**config.mk**
```make
export PLATFORM = sky130hd
export DESIGN_NAME = vga_fb_arbiter
export DESIGN_NICKNAME = d
export VERILOG_FILES = /design/src/rtl/vga_fb_arbiter.sv
export SDC_FILE = /design/constraint.sdc
export NUM_CORES = 1
export LEC_CHECK = 0
export ABC_AREA = 1
export BUFFER_PORTS_ARGS = -buffer_cell sky130_fd_sc_hd__buf_2
export CORE_UTILIZATION = 30
export DETAILED_ROUTE_END_ITERATION = 8
export GPL_TIMING_DRIVEN = 0
export MAX_ROUTING_LAYER = met4
export SETUP_SLACK_MARGIN = 0.02
export SYNTH_ARGS = -nofsm -noshare
export SYNTH_HDL_FRONTEND = slang
export SYNTH_SLANG_ARGS = --single-unit
```
**constraint.sdc**
```tcl
create_clock -name clk -period 2.92 [get_ports clk]
set_clock_uncertainty 0.05 [all_clocks]
set_input_delay 0.292 -clock clk [delete_from_list [all_inputs] [get_ports clk]]
set_output_delay 0.292 -clock clk [all_outputs]
set_load 0.01 [all_outputs]
```
**src/rtl/vga_fb_arbiter.sv**
```systemverilog
// Frame-buffer port arbiter: shares one single-port RAM (1-cycle read latency)
// between the CPU memory-mapped port and VGA scanout, VGA first with a CPU starvation guard.
//
// state  | meaning
// IDLE   | no CPU read outstanding; CPU may be granted
// CPU_RD | CPU read granted last cycle; its data is on ram_rdata now
module vga_fb_arbiter #(
  parameter logic [3:0] FB_BASE    = 4'hC,
  parameter int         FB_AW      = 12,
  parameter logic [3:0] STARVE_MAX = 4'd4
) (
  input  logic             clk,
  input  logic             rst_n,
  input  logic [15:0]      cpu_addr,
  input  logic             cpu_re,
  input  logic             cpu_we,
  input  logic [15:0]      cpu_wdata,
  output logic [15:0]      cpu_rdata,
  output logic             cpu_stall,
  input  logic             vga_req,
  input  logic [FB_AW-1:0] vga_addr,
  output logic             vga_ack,
  output logic [15:0]      vga_rdata,
  output logic             vga_rvalid,
  output logic [FB_AW-1:0] ram_addr,
  output logic             ram_re,
  output logic             ram_we,
  output logic [15:0]      ram_wdata,
  input  logic [15:0]      ram_rdata
);

  typedef enum logic {IDLE, CPU_RD} state_t;

  state_t           state, state_nxt;
  logic [3:0]       starve_cnt, starve_nxt;
  logic             vga_pend;
  logic [FB_AW-1:0] addr_q;
  logic [15:0]      wdata_q, cpu_rdata_q, vga_rdata_q;
  logic             cpu_hit, cpu_elig, gnt_cpu, gnt_vga;

  always_comb begin
    cpu_hit   = (cpu_re | cpu_we) && (cpu_addr[15:12] == FB_BASE);
    cpu_elig  = (state == IDLE) && cpu_hit;
    gnt_cpu   = cpu_elig && (!vga_req || (starve_cnt == STARVE_MAX));
    gnt_vga   = !gnt_cpu && vga_req;
    state_nxt = (gnt_cpu && !cpu_we) ? CPU_RD : IDLE;

    starve_nxt = starve_cnt;
    if (gnt_cpu || !cpu_hit)
      starve_nxt = 4'd0;
    else if (cpu_elig && (starve_cnt < STARVE_MAX))
      starve_nxt = starve_cnt + 4'd1;

    // Address and write data hold their last driven values when nobody is granted
    ram_addr  = addr_q;
    ram_wdata = wdata_q;
    ram_re    = 1'b0;
    ram_we    = 1'b0;
    vga_ack   = 1'b0;
    cpu_stall = 1'b0;
    if (gnt_cpu) begin
      ram_addr = cpu_addr[FB_AW-1:0];
      if (cpu_we) begin
        ram_we    = 1'b1;
        ram_wdata = cpu_wdata;
      end else begin
        ram_re    = 1'b1;
        cpu_stall = 1'b1;
      end
    end else if (gnt_vga) begin
      ram_re   = 1'b1;
      ram_addr = vga_addr;
      vga_ack  = 1'b1;
    end
    if (cpu_elig && !gnt_cpu)
      cpu_stall = 1'b1;

    if (!rst_n) begin
      ram_addr  = '0;
      ram_wdata = '0;
      ram_re    = 1'b0;
      ram_we    = 1'b0;
      vga_ack   = 1'b0;
      cpu_stall = 1'b0;
    end
  end

  // Read data is steered by who owned last cycle's read, then held per requester
  assign cpu_rdata  = (rst_n && (state == CPU_RD)) ? ram_rdata : cpu_rdata_q;
  assign vga_rdata  = (rst_n && vga_pend) ? ram_rdata : vga_rdata_q;
  assign vga_rvalid = rst_n & vga_pend;

  always_ff @(posedge clk) begin
    if (!rst_n) begin
      state       <= IDLE;
      starve_cnt  <= 4'd0;
      vga_pend    <= 1'b0;
      addr_q      <= '0;
      wdata_q     <= '0;
      cpu_rdata_q <= '0;
      vga_rdata_q <= '0;
    end else begin
      state      <= state_nxt;
      starve_cnt <= starve_nxt;
      vga_pend   <= gnt_vga;
      if (gnt_cpu || gnt_vga)
        addr_q <= ram_addr;
      if (ram_we)
        wdata_q <= ram_wdata;
      if (state == CPU_RD)
        cpu_rdata_q <= ram_rdata;
      if (vga_pend)
        vga_rdata_q <= ram_rdata;
    end
  end

endmodule

```
==> results.cfg <==
[synthesis]
yosys.area.top_type = dfxtp_1
syn_inst = 439
ys_warn_count = 0
seq_area_frac_synth = 0.438
avgSynthCellArea_um2 = 6.87
ys_ff_latch = 66
synth_fp_nets = 506
synth_top_area_share = 0.438
synth_cell_types = 23
synth_area_um2 = 3010
synthTopCellsByArea = dfxtp_1, nand2_1, o21ai_0

[place]
finalWeightedCongestion = 0.791
dp_hpwl_mm = 6.68
portBuffers = 128

[clock_tree]
cts.sinks = 66
post_cts_buffers = 0
cts_root_buf = clkbuf_8
post_cts_resized = 0
cts_buffer_depth = 2
htree_levels = 3
clock_latency_ns = 0.33
cts_made_buffers = 9
cts_tree = yes
path_clk_slew_ns = 0.07
hold_buffers = 0

[sta]
timing.fmax_ghz = 0.419
worst_pin_slew_ns = 0.524
period_needed_ns = 2.39
fin_crit_sh = 0.818
rsz0062_at_grt = false
final_hold_viol_count = 0
setup_viol = 0
tns_ns = 0
maxSlewHeadroom = 0.651
slew_viol_final = 0

[floorplanning]
start_util = 0.308
die-area_um2 = 10500
die_h_um = 102
ioPinCount = 130
die_x_um = 102
coreArea_um2 = 9770
fp-row-count = 36

[setup_path]
required_ns = 2.58
worstPathMaxFanout = 10
crit_family = simple AND/OR/NAND/NOR gates
setup.worst_path.end_class = primary output
path_class = reg2out
cpPeakStageDelay_ns = 0.36
critPathMostFrequentCell = nand2_1
path_buf_inv = 3
crit_chain = inv_1, ha_1, nand3_1, nand2_2, nand2_1, nor2_1, nor2_4, buf_6, nand2_1, nand2_1, buf_2
critPathSlowestCell = dfxtp_1
arrival_ns = 2.05
critPathLaunchType = flop

[global_routing]
grt_pass1_vias = 2783
grt_start_max_net_pins = 11
antenna_found_initial = 0
track_usage = 0.173
grt_first_pass_wirelength_mm = 13.4
overflow = 0

[job]
cap_violations = 0

[finish]
layout_common_cells = nand2_1, buf_2, dfxtp_1
drive_gt1_frac = 0.273
final_nets = 645
diodes = 0
area_growth_pct = 32.9
finish.utilization = 0.410
fillers = 1046
final_common_cell = nand2_1

[detailed_routing]
via_count = 3278
route.detailed.drc = 0
drt_pass1_iterations = 5
vias_per_cell = 4.58
wl_per_cell_um = 12.3
first_iter_violations = 82
drt_wl_total_mm = 8.80
ant_nets = 0

[pwr]
clockPowerShare = 0.395
p_total_w = 0.00190
power.density_nw_per_um2 = 475
pwr-share-comb = 0.115
p_sw_w = 0.000480
p_int_w = 0.00143
total_leakage_power_nw = 2.19
ir_drop_mv = 0.239
p_sw_frac = 0.252
p_seq_frac = 0.490

[status]
outcome = complete, no violations

[hold_path]
hold_class = in2reg
through the flow:
step	cell area, µm²	setup WS, ns	hold WS (ns)	std cells
after detailed placement	3820	0.911	0.385	700
after floorplan	3010	1.19	0.321	439
after global placement	3820	0.939	0.381	700
after global routing	4010	0.326	0.100	715
after CTS	4010	0.504	0.0905	715
final	4010	0.533	0.107	715
state kept, by name, summed over array words and instances (netlist names):
name	flops
vga_pend	1
state	1
addr_q	12
starve_cnt	4
cpu_rdata_q	16
wdata_q	16
vga_rdata_q	16
power groups by stage:
stage | Clock, W | Combinational [W] | Sequential, W
floorplan | 0 | 0.000118 | 0.000952
global placement | 0 | 0.000217 | 0.000953
detailed placement | 0 | 0.000220 | 0.000954
CTS | 0.000769 | 0.000221 | 0.000934
global route | 0.000818 | 0.000244 | 0.000936
finish | 0.000752 | 0.000219 | 0.000934
metal layers:
metal,share of wire,vias to the layer above,global-route usage,wire length [µm]
met5,0,-,-,0
met2,0.47,95,0.262,4140
met4,0.0097,0,0.0538,85
met3,0.056,8,0.0431,493
li1,-,1703,-,-
met1,0.46,1472,0.226,4080
cells in the mapped netlist:
library cell and instances:
o21ai_0 49, ha_1 2, nor3_4 1, buf_2 6, nor2_1 12, buf_4 1
buf_6 3, nand2_1 152, nor3_1 4, inv_2 2, nand3_2 1, clkbuf_1 15
dfxtp_1 66, nand4_1 22, or2_2 1, inv_1 43, nor2_2 1, o22ai_1 16
nand3_1 34, a21oi_1 3, nand2_2 1, nor2_4 1, buf_1 3
area by class of cell:
type                       count  area [µm²]  share of cell area
sequential                    66        1320               0.330
clock buffer                  12         145              0.0362
timing repair buffer         128         641               0.160
inverter                      45         169              0.0422
multi-input combinational    300        1390               0.346
tap                          133         166              0.0415
clock inverter                 3        40.0             0.00999
buffer                        28         139              0.0347
worst paths after layout:
kind | startpoint | to | slack (ns) | depth (start not counted)
max | starve_cnt[0] | ram_wdata[8] | 0.53 | 11
min reg2reg | wdata_q[6] | wdata_q[6] | 0.40 | 2
min | cpu_wdata[12] | wdata_q[12] | 0.11 | 3
max reg2reg | starve_cnt[0] | wdata_q[8] | 1.25 | 10
cell families (layout without fill, tap and decap cells):
logic type      Yosys count  in the layout  share of synthesized area
simple gates            230            230                      0.332
fa+ha+maj                 2              2                    0.00830
compound gates           68             68                      0.120
buf+inv                  73            216                      0.102
flops                    66             66                      0.438
tightest hold or removal path, stage by stage:
cell     delay [ns]
buf_2          0.08
nand2_1        0.05
nand2_1        0.05
Power figures use the tool's default switching activity.
